**config.mk**
```make
export PLATFORM = sky130hd
export DESIGN_NAME = voq_scheduler_flat
export DESIGN_NICKNAME = d
export VERILOG_FILES = /design/src/rtl/voq_scheduler_if.sv /design/src/rtl/voq_scheduler.sv /design/src/flat_wrapper.sv
export SDC_FILE = /design/constraint.sdc
export NUM_CORES = 1
export LEC_CHECK = 0
export CORE_ASPECT_RATIO = 1.25
export CORE_MARGIN = 8
export CORE_UTILIZATION = 53
export CTS_CLUSTER_SIZE = 8
export DETAILED_ROUTE_END_ITERATION = 10
export GPL_TIMING_DRIVEN = 0
export PLACE_DENSITY_LB_ADDON = 0.2
export SYNTH_ARGS = -nofsm -noshare
export SYNTH_HDL_FRONTEND = slang
export SYNTH_SLANG_ARGS = --single-unit
```
**constraint.sdc**
```tcl
create_clock -name clk -period 3.6 [get_ports clk]
set_input_delay 0.36 -clock clk [delete_from_list [all_inputs] [get_ports clk]]
set_output_delay 0.36 -clock clk [all_outputs]
set_load 0.02 [all_outputs]
```
**src/rtl/voq_scheduler_if.sv**
```systemverilog
// Handshake bundle between ingress VOQ logic, the scheduler and the crossbar.
interface voq_scheduler_if;
  logic [15:0] voq_req;
  logic [3:0]  ingress_rdy;
  logic [7:0]  sched_sel;
  logic [3:0]  sched_done;
  logic [7:0]  xbar_sel;
  logic [3:0]  xbar_valid;

  modport master (
    output voq_req, ingress_rdy,
    input  sched_sel, sched_done, xbar_sel, xbar_valid
  );

  modport slave (
    input  voq_req, ingress_rdy,
    output sched_sel, sched_done, xbar_sel, xbar_valid
  );
endinterface

```
**src/rtl/voq_scheduler.sv**
```systemverilog
// 4x4 VOQ crossbar scheduler: single-iteration iSLIP per slot, slot = SLOT_LEN cycles.
// Optional SCHED_STATS_EN adds grant_cnt, a running count of matched pairs.
module voq_scheduler #(
  parameter int PORT_CNT = 4,
  parameter int SLOT_LEN = 8
) (
  input logic            clk,
  input logic            rst_n,
  voq_scheduler_if.slave bus
`ifdef SCHED_STATS_EN
  ,
  output logic [31:0]    grant_cnt
`endif
);

  if (PORT_CNT != 4) begin : g_bad_port_cnt
    $error("voq_scheduler supports only PORT_CNT == 4");
  end

  localparam logic [2:0] LAST_SLOT = 3'(SLOT_LEN - 1);

  typedef enum logic [1:0] {IDLE, MATCH, XFER} state_t;
  state_t state, state_nx;

  logic [15:0] eff;
  logic [3:0]  grant [4];   // grant[j][i]: egress j grants ingress i
  logic [3:0]  acc_valid;
  logic [1:0]  acc_eg [4];
  logic [1:0]  gidx, aidx;
  logic [1:0]  gptr [4];
  logic [1:0]  aptr [4];
  logic [2:0]  slot_cnt;
  logic [7:0]  nx_sched_sel, nx_xbar_sel;
  logic [3:0]  nx_xbar_valid;
  logic [7:0]  sched_sel_q, xbar_sel_q;
  logic [3:0]  sched_done_q, xbar_valid_q;

  always_comb begin
    for (int unsigned i = 0; i < 4; i++)
      eff[4*i +: 4] = bus.voq_req[4*i +: 4] & {4{bus.ingress_rdy[i]}};
  end

  // Round-robin search runs farthest-to-nearest so the nearest candidate is written last.
  always_comb begin
    gidx = '0;
    for (int unsigned j = 0; j < 4; j++) begin
      grant[j] = '0;
      for (int unsigned k = 4; k > 0; k--) begin
        gidx = gptr[j] + 2'(k - 1);
        if (eff[4*gidx + j]) begin
          grant[j]       = '0;
          grant[j][gidx] = 1'b1;
        end
      end
    end
  end

  always_comb begin
    aidx = '0;
    for (int unsigned i = 0; i < 4; i++) begin
      acc_valid[i] = 1'b0;
      acc_eg[i]    = '0;
      for (int unsigned k = 4; k > 0; k--) begin
        aidx = aptr[i] + 2'(k - 1);
        if (grant[aidx][i]) begin
          acc_valid[i] = 1'b1;
          acc_eg[i]    = aidx;
        end
      end
    end
  end

  always_comb begin
    nx_sched_sel  = '0;
    nx_xbar_sel   = '0;
    nx_xbar_valid = '0;
    for (int unsigned i = 0; i < 4; i++) begin
      if (acc_valid[i]) begin
        nx_sched_sel[2*i +: 2]         = acc_eg[i];
        nx_xbar_sel[2*acc_eg[i] +: 2]  = 2'(i);
        nx_xbar_valid[acc_eg[i]]       = 1'b1;
      end
    end
  end

  always_comb begin
    state_nx = state;
    case (state)
      IDLE:    if (|eff) state_nx = MATCH;
      MATCH:   state_nx = XFER;
      XFER:    if (slot_cnt == LAST_SLOT) state_nx = (|eff) ? MATCH : IDLE;
      default: state_nx = IDLE;
    endcase
  end

  always_ff @(posedge clk or negedge rst_n) begin
    if (!rst_n) state <= IDLE;
    else        state <= state_nx;
  end

  always_ff @(posedge clk or negedge rst_n) begin
    if (!rst_n) begin
      slot_cnt     <= '0;
      sched_sel_q  <= '0;
      xbar_sel_q   <= '0;
      sched_done_q <= '0;
      xbar_valid_q <= '0;
      for (int unsigned n = 0; n < 4; n++) begin
        gptr[n] <= '0;
        aptr[n] <= '0;
      end
    end else begin
      sched_done_q <= '0;
      case (state)
        MATCH: begin
          slot_cnt     <= '0;
          sched_sel_q  <= nx_sched_sel;
          xbar_sel_q   <= nx_xbar_sel;
          xbar_valid_q <= nx_xbar_valid;
          sched_done_q <= acc_valid;
          for (int unsigned i = 0; i < 4; i++) begin
            if (acc_valid[i]) begin
              aptr[i]         <= acc_eg[i] + 2'd1;
              gptr[acc_eg[i]] <= 2'(i) + 2'd1;
            end
          end
        end
        XFER: begin
          slot_cnt <= slot_cnt + 3'd1;
          if (slot_cnt == LAST_SLOT) xbar_valid_q <= '0;
        end
        default: slot_cnt <= '0;
      endcase
    end
  end

`ifdef SCHED_STATS_EN
  logic [2:0] match_cnt;

  always_comb begin
    match_cnt = '0;
    for (int unsigned i = 0; i < 4; i++)
      if (acc_valid[i]) match_cnt = match_cnt + 3'd1;
  end

  always_ff @(posedge clk or negedge rst_n) begin
    if (!rst_n)              grant_cnt <= '0;
    else if (state == MATCH) grant_cnt <= grant_cnt + 32'(match_cnt);
  end
`endif

  assign bus.sched_sel  = sched_sel_q;
  assign bus.sched_done = sched_done_q;
  assign bus.xbar_sel   = xbar_sel_q;
  assign bus.xbar_valid = xbar_valid_q;

endmodule

```
**src/flat_wrapper.sv**
```systemverilog
// flat-port wrapper written by rule: the top's interface ports become plain ports
module voq_scheduler_flat 
#(
  parameter int PORT_CNT = 4,
  parameter int SLOT_LEN = 8
)
  (clk, rst_n, bus_voq_req, bus_ingress_rdy, bus_sched_sel, bus_sched_done, bus_xbar_sel, bus_xbar_valid);
  voq_scheduler_if bus_i ();
  input logic clk;
  input logic rst_n;
  input wire logic [$bits(bus_i.voq_req)-1:0] bus_voq_req;
  input wire logic [$bits(bus_i.ingress_rdy)-1:0] bus_ingress_rdy;
  output wire logic [$bits(bus_i.sched_sel)-1:0] bus_sched_sel;
  output wire logic [$bits(bus_i.sched_done)-1:0] bus_sched_done;
  output wire logic [$bits(bus_i.xbar_sel)-1:0] bus_xbar_sel;
  output wire logic [$bits(bus_i.xbar_valid)-1:0] bus_xbar_valid;
  assign bus_i.voq_req = bus_voq_req;
  assign bus_i.ingress_rdy = bus_ingress_rdy;
  assign bus_sched_sel = bus_i.sched_sel;
  assign bus_sched_done = bus_i.sched_done;
  assign bus_xbar_sel = bus_i.xbar_sel;
  assign bus_xbar_valid = bus_i.xbar_valid;
  voq_scheduler #(.PORT_CNT(PORT_CNT), .SLOT_LEN(SLOT_LEN)) u_core (.clk(clk), .rst_n(rst_n), .bus(bus_i));
endmodule
```
**Word-level counts from Yosys, hierarchy flattened**

Cells that the tools add are included.

- Register bits after elaboration: 45

- $add $sub $neg: 45
- $lt $le $gt $ge: 80
- Equality and inequality tests: 5
- Shift-type cells: 8
- Mux-type cells: 206
- Bitwise logic cells: 37
- Reductions and logical operators: 33

Operators with widths:

| cell | number |
|---|---|
| $lt 32x5->1 const B | 12 |
| $neg 3->34 | 4 |
| $shift 2x34->8 const A | 4 |
| $shiftx 2x34->8 const A | 4 |
| $bmux 4 s2 | 16 |
| $mux 4 | 30 |
| $mux 8 | 11 |
| $mux 2 | 34 |
| $mux 1 | 61 |
| $ge 3x3->1 const B | 20 |
| $lt 2x3->1 const B | 20 |
| $not 2->3 | 20 |
| $bmux 1 s4 | 12 |
| $add 4x2->5 const B | 8 |
| $demux 1 s2 | 20 |
| $ge 2x1->1 const B | 20 |
| $add 2x2->2 const B | 16 |
| $mux 3 | 9 |
| $add 2x1->2 const B | 12 |
| $and 4x4->4 | 6 |
| $bwmux 8 | 3 |
| $logic_and 1x1->1 | 24 |
| $add 4x1->5 const B | 4 |
| $lt 4x5->1 const B | 4 |
| 19 further kinds | 40 |

**Longest topological paths before layout**

Gate-level depths: netlist (run 1).

- Depth after elaboration: 33
- Mapped depth: 15
- Gate-level depth less buffers: 13

**Worst setup path after synthesis (run 1)**

Ideal clock, no wire load.

- Kind: register to register
- From: register u_core.gptr[6] (netlist bit)
- To: register u_core.xbar_valid_q[3], in the netlist u_core.bus.xbar_valid[3]
- Setup time: 0.121 ns
- Arrival: 3.624 ns
- Setup slack: -0.145 ns
- Cell stages (with the launch flop): 14
- Path buffers: 0
- Clock period less this slack: 3.745 ns
- Path through: dfrtp_1 inv_2 ha_1 and4b_1 or4_4 and2_4 a222oi_1 mux2i_1 o221ai_2 inv_1 ha_1 o41ai_1 nand4_1 a22o_1

- Cells in the longest elaborated chain, start to end: 28
- Elaborated cells on any way between the ends: 143
- Those cells by class: add/sub: 3; order compare: 16; mux: 113; bitwise: 3; reduce/logical: 8

Ends and longest elaborated chain:

| item | RTL line | RTL |
|---|---|---|
| from (decl) | voq_scheduler.sv:30 | `logic [1:0] gptr [4];` |
| from (signal, indexed assignment) | voq_scheduler.sv:124 | `gptr[acc_eg[i]] <= 2'(i) + 2'd1;` |
| $add 2x2->2 | voq_scheduler.sv:49 | `gidx = gptr[j] + 2'(k - 1);` |
| $lt 2x3->1 (implied by the code) / $ge 2x1->1 (equally long branches) | voq_scheduler.sv:52 | `grant[j][gidx] = 1'b1;` |
| $logic_and 1x1->1 (implied by the code) | voq_scheduler.sv:52 |  |
| $mux 1 (implied by the code) | voq_scheduler.sv:52 |  |
| $demux 1 s2 | n/a |  |
| $mux 4 (3 in a row) | voq_scheduler.sv:50 | `if (eff[4*gidx + j]) begin` |
| $mux 4 (*) | voq_scheduler.sv:50 |  |
| $bmux 4 s2 | voq_scheduler.sv:65 | `if (grant[aidx][i]) begin` |
| [... 10 more ...] | n/a |  |
| $mux 4 | voq_scheduler.sv:78 | `if (acc_valid[i]) begin` |
| $or 4x4->4 (no source line) | n/a |  |
| $mux 4 | voq_scheduler.sv:78 |  |
| $or 4x4->4 (no source line) | n/a |  |
| $mux 4 | voq_scheduler.sv:78 |  |
| $or 4x4->4 (no source line) | n/a |  |
| $mux 4 (*) | voq_scheduler.sv:78 |  |
| $pmux 4 s2 (*) | voq_scheduler.sv:114 | `case (state)` |
| to (signal assigned) | voq_scheduler.sv:119 | `xbar_valid_q <= nx_xbar_valid;` |
| to (decl) | voq_scheduler.sv:36 | `logic [3:0] sched_done_q, xbar_valid_q;` |

Mark *: on every way between the ends. The rest lies on a longest branch, timed or not. The select of a mux whose other input is x is not followed.
A chain may end at the register's enable or synchronous reset.

**Worst setup path in the final report (run 1)**

- From: register u_core.gptr[7] (netlist bit)
- To: register u_core.xbar_valid_q[0], in the netlist u_core.bus.xbar_valid[0]

The elaborated chain is that of the path after synthesis.

==> results.txt, run 1 <==
----------------------------------------------------
[Status]
  Result of the run ... finished, violations left
  Failing checks ... setup timing

[Floorplan]
  I/O pin count ... 46
  Horizontal die dimension ... about 100 um
  Placement row count ... 38
  Core area ... 8558 um^2
  Total Die Area ... between 10000 and 15000 um^2
  Starting density of the core ... 53.48%
  Vertical die dimension ... between 100 and 150 um

[Yosys]
  Top_reg_cell synth ... dfrtp_1
  Seq/Total Area, Yosys ... ~25%
  Number of enable-type register cells in the synthesized netlist ... 0
  Async set-reset flop share out of synthesis ... between 90% and 100%
  Number of nets produced by synthesis ... ~550
  Count of synthesis-stage warnings from yosys ... 0
  Cell type contributing the most total cell area after synthesis ... dfrtp_1
  Top post-synthesis cells by area ... dfrtp_1 25%, ha_1 17%, mux4_2 11%, a211oi_1 3.8%, o41ai_1 3.4%
  Number of distinct library cell variants in the gate-level netlist after synthesis ... between 60 and 70
  Cell area after synthesis ... about 4600 um^2
  Syn Inst Count ... 464
  Portion of synthesized cell area occupied by the leading cell type ... between 20% and 30%
  Flip-flop and latch count after synthesis ... 45
  Synthesized area divided by synthesized cell count ... 9.864 um^2

[Detailed routing]
  Wl on met1 ... 5282 um
  Violation count after the first detailed-route iteration ... 340
  Number of iterations in the first detailed-routing pass ... 5
  Routed length on met2 ... 7174 um
  Top layer in use ... met4
  Wire length reported by the detailed router ... about 13000 um
  Number of design rule violations left after detail routing ... 0
  Total length of routed met3 wires ... approximately 660 um
  Average detailed-routed wire length per instance ... about 20 um
  Via-per-instance ratio ... roughly 6.4
  Via count of the routed design ... between 4000 and 5000
  Antenna Nets Post-Route ... 0

[Min path]
  Worst hold path class ... input pin to asynchronous set/reset pin

[Layout]
  Commonest cells after routing, fill and taps aside ... 55 x buf_4, 53 x ha_1, 41 x nand2_1
  Final layout net count ... approximately 650
  Diode insertion count for antenna repair ... 0
  Area overhead of the layout relative to synthesis ... 34.72%
  Leading cell type in the layout, fill and taps excluded ... buf_4
  Share of layout cells above drive strength 1 ... roughly a third

[Timing]
  Final critical path time including I/O delays and setup ... approximately 3600 ps
  Final period util ... 101.0%
  Worst slew margin relative to its limit ... between 50% and 60%
  Worst-case clock skew ... 5.450 ps
  Worst hold slack ... around 36 ps
  Setup ws final ... -37.54 ps
  Top achievable clock speed ... ~0.27 GHz
  RSZ-0062 raised after global routing ... true
  Worst Max-Slew Pin Slew ... roughly 690 ps
  Total setup violations reported at the end of the flow ... 3
  Total count of hold-check failures in the final report ... 0
  Pins over their slew limit ... 0

[Job]
  Number of max-cap violations ... 0

[Clocking]
  Clock latency of the later-clocked register in the worst-skew pair ... approximately 300 ps
  CTS root buf ... clkbuf_8
  TritonCTS clock tree ... built
  Buffer levels on the longest clock path ... 2
  H-tree level count ... 2
  CTS buffer count ... 5
  Reg clk slew, reported paths ... about 90 ps
  Hold_buf cts ... 0
  Number of clock sinks ... 45

[Setup path]
  Family of cells with the greatest summed delay on the critical path ... compound AO/OA/AOI/OAI gates
  Setup crit start kind ... flop
  Worst-path cell with the longest stage delay ... or4_4
  Worst Path Arrival ... 3830 ps
  R2r worst-path depth ... 13
  Max stage delay on crit path ... approximately 570 ps
  Data required time of the critical path ... ~3800 ps
  Worst path buffer plus inverter count ... 2
  Critical path class ... flop to flop
  Worst-path fanout max ... 6
  Cells along the critical path ... inv_4 -> ha_4 -> and4b_1 -> or4_4 -> buf_4 -> a211oi_2 -> a21oi_2 -> a221oi_1 -> o22ai_2 -> ha_1 -> o41ai_1 -> nand4_1 -> a22o_1
  Crit. End Element ... flop
  Logic depth of the worst setup path including buffers ... 13

[Placed design]
  Post-detailed-placement half-perimeter wirelength ... 9252 um
  Number of buffer cells added on primary ports ... a little over 40
  Placer Congestion ... roughly 0.9

[Global routing]
  Global-route wire length before repair ... slightly above 20000 um
  Via count of the first global-routing pass ... about 4100
  Total track usage ... around a fifth
  Antenna violations before repair ... 0
  Global route total overflow ... 0
  Maximum number of pins on one net before global-route repair ... 25

----------------------------------------------------
final cells by class:
cell class,instances,area [um^2]
plain buffers,19,137.6
clock buffers,7,86.33
clock inverters,1,30.03
fillers,613,2392
inverters,42,167.7
multi-input cells,358,3628
flip-flops and latches,45,1134
well taps,100,125.1
repair buffers,97,857.1
stage by stage:
step	area, um^2	setup slack (ps)	cells	TNS, ps	util [%]
after detailed placement	5167	-864.2	606	-13690	60.38
after floorplan	4609	29.49	464	0	-
after global placement	5145	-791.9	605	-11560	60.12
final	6166	-37.54	669	-61.44	72.05
after global routing	6166	-191.3	669	-1345	72.05
after CTS	5659	-1.658	637	-1.658	66.13
path summary, 6_finish.rpt:
kind / slack, ps / to / startpoint
max: -40 / u_core.bus.xbar_valid[0]$_DFFE_PN0P_ / u_core.gptr[7]$_DFFE_PN0P_
min: 40 / u_core.bus.sched_done[1]$_DFF_PN0_ / rst_n
max reg2reg: -40 / u_core.bus.xbar_valid[0]$_DFFE_PN0P_ / u_core.gptr[7]$_DFFE_PN0P_
min reg2reg: 460 / u_core.slot_cnt[0]$_DFF_PN0_ / u_core.slot_cnt[0]$_DFF_PN0_
max in group asynchronous: 3050 / u_core.gptr[1]$_DFFE_PN0P_ / rst_n
min in group clk: 460 / u_core.slot_cnt[0]$_DFF_PN0_ / u_core.slot_cnt[0]$_DFF_PN0_
metal layers:
| layer | global-route usage [%] | vias to the layer above |
|---|---|---|
| li1 | - | 1991 |
| met2 | 39.08 | 124 |
| met5 | 0 | - |
| met1 | 23.98 | 2145 |
| met4 | 4.080 | 0 |
| met3 | 2.897 | 28 |
registers in the layout, summed over array words and instances, names as in the netlist:
signal                 flops
u_core.aptr                8
u_core.bus.sched_done      4
u_core.bus.sched_sel       8
u_core.bus.xbar_sel        8
u_core.bus.xbar_valid      4
u_core.gptr                8
u_core.slot_cnt            3
u_core.state               2
cells in the mapped netlist, types with 3 or more instances:
| master | n |
|---|---|
| a32oi_1 | 4 |
| o22a_1 | 4 |
| nand2b_1 | 5 |
| a21boi_1 | 4 |
| a221oi_2 | 4 |
| buf_6 | 5 |
| a21oi_1 | 16 |
| o21ai_1 | 9 |
| mux4_2 | 23 |
| mux2_1 | 5 |
| o41ai_1 | 18 |
| dfrtp_1 | 45 |
| ha_1 | 62 |
| o211ai_1 | 4 |
| nand2_1 | 41 |
| nand3_1 | 16 |
| and2_1 | 9 |
| clkbuf_1 | 7 |
| a222oi_1 | 6 |
| inv_2 | 7 |
| a211oi_1 | 23 |
| buf_2 | 5 |
| inv_1 | 35 |
| a221o_1 | 4 |
| o21ai_0 | 4 |
| nor2_1 | 20 |
| nor2b_1 | 3 |
| mux2i_1 | 4 |
| a31oi_1 | 9 |
| o22ai_1 | 6 |
| nor3_1 | 5 |
| and2_4 | 10 |
kinds of logic (layout without fill, tap and decap cells):
| logic type | after synthesis | in the layout | share of synthesized area (%) |
|---|---|---|---|
| AND/OR/NAND/NOR | 128 | 128 | 15.06 |
| multiplexers | 35 | 35 | 14.57 |
| flip-flops | 45 | 45 | 24.60 |
| buffers and inverters | 61 | 166 | 6.042 |
| adder cells (fa/ha/maj) | 62 | 62 | 16.95 |
| AO/OA/AOI/OAI | 133 | 133 | 22.77 |
what timing repair did:
action / in CTS / in global routing
resized for setup: 36 / 52
pin swaps: 12 / 33
setup endpoints to repair: 25 / 19
hold endpoints to repair: 0 / 0
gates cloned: 0 / 0
setup buffers: 23 / 32
Power of run 1 is not shown: default switching activity piles up to over one toggle a cycle in this logic, so the estimate is an artifact.
==> run 2, diff against run 1 <==
--- a/config.mk
+++ b/config.mk
@@ -5,13 +5,15 @@
 export SDC_FILE = /design/constraint.sdc
 export NUM_CORES = 1
 export LEC_CHECK = 0
+export ABC_AREA = 1
 export CORE_ASPECT_RATIO = 1.25
 export CORE_MARGIN = 8
-export CORE_UTILIZATION = 53
+export CORE_UTILIZATION = 54
 export CTS_CLUSTER_SIZE = 8
 export DETAILED_ROUTE_END_ITERATION = 10
 export GPL_TIMING_DRIVEN = 0
 export PLACE_DENSITY_LB_ADDON = 0.2
+export SLEW_MARGIN = 20
 export SYNTH_ARGS = -nofsm -noshare
 export SYNTH_HDL_FRONTEND = slang
 export SYNTH_SLANG_ARGS = --single-unit
==> run 2 against run 1 <==
The flow now finishes without violations. Maximum frequency increased by 8.6%. Worst hold slack improved by 400 ps. Cell count increased by 36%. Wire length decreased by 2.6%. Flip-flop and latch count unchanged. Final area decreased by 7.1%. Via count increased by 13%. Synthesized area increased by 6.6%. Global-route usage increased by 0.82 points.
==> results.txt, run 2 <==
----------------------------------------------------
[Layout]
  Leading cell type in the layout, fill and taps excluded ... nand2_1
  Commonest cells after routing, fill and taps aside ... 239 x nand2_1, 121 x nand3_1, 62 x ha_1
  Final layout net count ... 869
  Diode insertion count for antenna repair ... 0
  Area overhead of the layout relative to synthesis ... 17.33%
  Share of layout cells above drive strength 1 ... between 10% and 20%

[Job]
  Number of max-cap violations ... 0

[Yosys]
  Syn Inst Count ... approximately 720
  Synthesized area divided by synthesized cell count ... 6.740 um^2
  Most frequent cell after synthesis ... nand2_1
  Number of nets produced by synthesis ... approximately 810
  Portion of synthesized cell area occupied by the leading cell type ... 23.08%
  Flip-flop and latch count after synthesis ... between 40 and 50
  Cell area after synthesis ... 4880 um^2
  Number of distinct library cell variants in the gate-level netlist after synthesis ... 36
  Cell type contributing the most total cell area after synthesis ... dfrtp_1
  Number of enable-type register cells in the synthesized netlist ... 0
  Synth top cells by count ... 243 x nand2_1, 121 x nand3_1, 63 x inv_1
  Async set-reset flop share out of synthesis ... 100.0%
  Count of synthesis-stage warnings from yosys ... 0
  Top_reg_cell synth ... dfrtp_1
  Seq/Total Area, Yosys ... between 20% and 30%
  Top post-synthesis cells by area ... dfrtp_1 23%, nand2_1 19%, ha_1 16%, nand3_1 12%, nand3_2 5.3%

[Detailed routing]
  Via count of the routed design ... between 4000 and 5000
  Via-per-instance ratio ... 5.330
  Number of iterations in the first detailed-routing pass ... 5
  Violation count after the first detailed-route iteration ... between 200 and 250
  Number of design rule violations left after detail routing ... 0
  Wire length reported by the detailed router ... 13090 um
  Average detailed-routed wire length per instance ... roughly 14 um
  Antenna Nets Post-Route ... 0

[Floorplan]
  Placement row count ... 39
  Starting density of the core ... 54.35%
  I/O pin count ... 46
  Vertical die dimension ... ~120 um
  Horizontal die dimension ... between 100 and 150 um
  Core area ... ~9000 um^2
  Total Die Area ... ~12000 um^2

[Timing]
  Worst-case clock skew ... 4.901 ps
  Final critical path time including I/O delays and setup ... 3350 ps
  Worst Max-Slew Pin Slew ... ~600 ps
  Final period util ... between 90% and 100%
  Total setup violations reported at the end of the flow ... 0
  Worst slew margin relative to its limit ... about three fifths
  Top achievable clock speed ... around 0.3 GHz
  Pins over their slew limit ... 0
  Total count of hold-check failures in the final report ... 0
  Worst hold slack ... 433.6 ps

[Min path]
  Min-Delay Path Depth ... 1
  Worst hold path class ... flop to flop

[Setup path]
  Worst Path Arrival ... between 3000 and 4000 ps
  Cell seen most often among critical-path stages ... nand2_1
  Cells along the critical path ... clkinvlp_4 -> ha_1 -> inv_1 -> nand3_2 -> nand2_2 -> o21ai_1 -> inv_1 -> nand2_1 -> nand2_1 -> nand2_1 -> nand3_1 -> nand2_1 -> nor2_2 -> o21ai_0 -> nand2_1 -> nand2_1 -> nand2_2 -> inv_1 -> ha_1 -> nand2_1 -> nand2_1 -> o21ai_1 -> nand2_1
  Worst-path cell with the longest stage delay ... dfrtp_2
  Data required time of the critical path ... 3780 ps
  Crit. End Element ... flop
  Family of cells with the greatest summed delay on the critical path ... simple AND/OR/NAND/NOR gates
  Worst path buffer plus inverter count ... 4
  Logic depth of the worst setup path including buffers ... 23
  R2r worst-path depth ... 23
  Setup crit start kind ... flop
  Critical path class ... flop to flop
  Worst-path fanout max ... 7
  Max stage delay on crit path ... approximately 470 ps

[Clocking]
  Number of clock sinks ... 45
  Reg clk slew, reported paths ... about 60 ps
  Clock latency of the later-clocked register in the worst-skew pair ... between 200 and 300 ps
  H-tree level count ... 2
  Buffer levels on the longest clock path ... 2
  TritonCTS clock tree ... built
  CTS buffer count ... 5
  CTS root buf ... clkbuf_16

[Global routing]
  Total track usage ... 21.46%
  Via count of the first global-routing pass ... 4793
  Global route total overflow ... 0
  Global-route wire length before repair ... about 22000 um
  Maximum number of pins on one net before global-route repair ... 33
  Met2 demand-to-capacity share in global routing ... between 40 and 50%
  Layer with the highest usage after global routing ... met2
  Antenna violations before repair ... 0
  Met3 Use GR ... 3.121%
  Global-route track usage on met1 ... between 20% and 30%

[Placed design]
  Post-detailed-placement half-perimeter wirelength ... ~10000 um
  Placer Congestion ... between 0.8 and 0.9
  Number of buffer cells added on primary ports ... just over 40

[Status]
  Result of the run ... finished clean

----------------------------------------------------
-- run 2: kinds of logic after synthesis --
logic type,count (synthesis),share of synthesized area (%)
AND/OR/NAND/NOR,456,44.31
flip-flops,45,23.08
buffers and inverters,87,7.205
adder cells (fa/ha/maj),62,15.90
AO/OA/AOI/OAI,70,8.795
XOR/XNOR,4,0.7179
-- run 2: final timing paths --
kind                                                    from                                    to  slack (ps)
worst max register to register    u_core.gptr[3]$_DFFE_PN0P_  u_core.bus.xbar_valid[2]$_DFFE_PN0P_         250
worst min-delay path            u_core.slot_cnt[0]$_DFF_PN0_          u_core.slot_cnt[0]$_DFF_PN0_         430
min in group asynchronous                              rst_n    u_core.bus.xbar_sel[7]$_DFFE_PN0P_         500
worst max-delay path              u_core.gptr[3]$_DFFE_PN0P_  u_core.bus.xbar_valid[2]$_DFFE_PN0P_         250
worst min register to register  u_core.slot_cnt[0]$_DFF_PN0_          u_core.slot_cnt[0]$_DFF_PN0_         430
max in group asynchronous                              rst_n            u_core.gptr[2]$_DFFE_PN0P_        2610
-- run 2: per-layer routing --
| layer | vias up | part of all wire, % |
|---|---|---|
| met2 | 116 | 51 |
| li1 | 2473 | - |
| met1 | 2231 | 42 |
| met3 | 25 | 4.3 |
| met4 | 0 | 2.7 |
| met5 | - | 0 |
-- run 2: worst register-to-register path, cell delays in order (launching register included) --
cell	delay, ps
dfrtp_2	470
clkinvlp_4	220
ha_1	370
inv_1	120
nand3_2	100
nand2_2	140
o21ai_1	70
inv_1	60
nand2_1	70
nand2_1	140
nand2_1	90
nand3_1	70
nand2_1	80
nor2_2	130
o21ai_0	100
nand2_1	70
nand2_1	80
nand2_2	120
inv_1	110
ha_1	190
nand2_1	130
nand2_1	80
o21ai_1	160
nand2_1	70
-- run 2: layout make-up --
cell class              instances  area, um^2
multi-input cells             592        3412
clock inverters                 3       21.27
flip-flops and latches         45        1136
fillers                       849        3253
well taps                     123       153.9
plain buffers                  12       70.07
clock buffers                   5       125.1
repair buffers                 54       518.0
inverters                      75       289.0
-- run 2: metrics by stage --
stage,cells,instance area (um^2),util (%),worst slack [ps],setup TNS (ps)
global placement,888,5444,60.63,115.8,0
floorplan,724,4880,-,717.6,0
detailed placement,889,5459,60.80,23.53,0
CTS,898,5617,62.56,3.853,0
global route,909,5725,63.77,-29.93,-29.93
finish,909,5725,63.77,249.7,0
-- run 2: what timing repair did --
action | CTS | global route
endpoints found under the setup margin | 2 | 22
buffers inserted | 0 | 11
hold buffers | 1 | 0
resized for setup | 1 | 13
endpoints found under the hold margin | 13 | 0
pin swaps | 0 | 1
Power of run 2 is left out for the same reason.
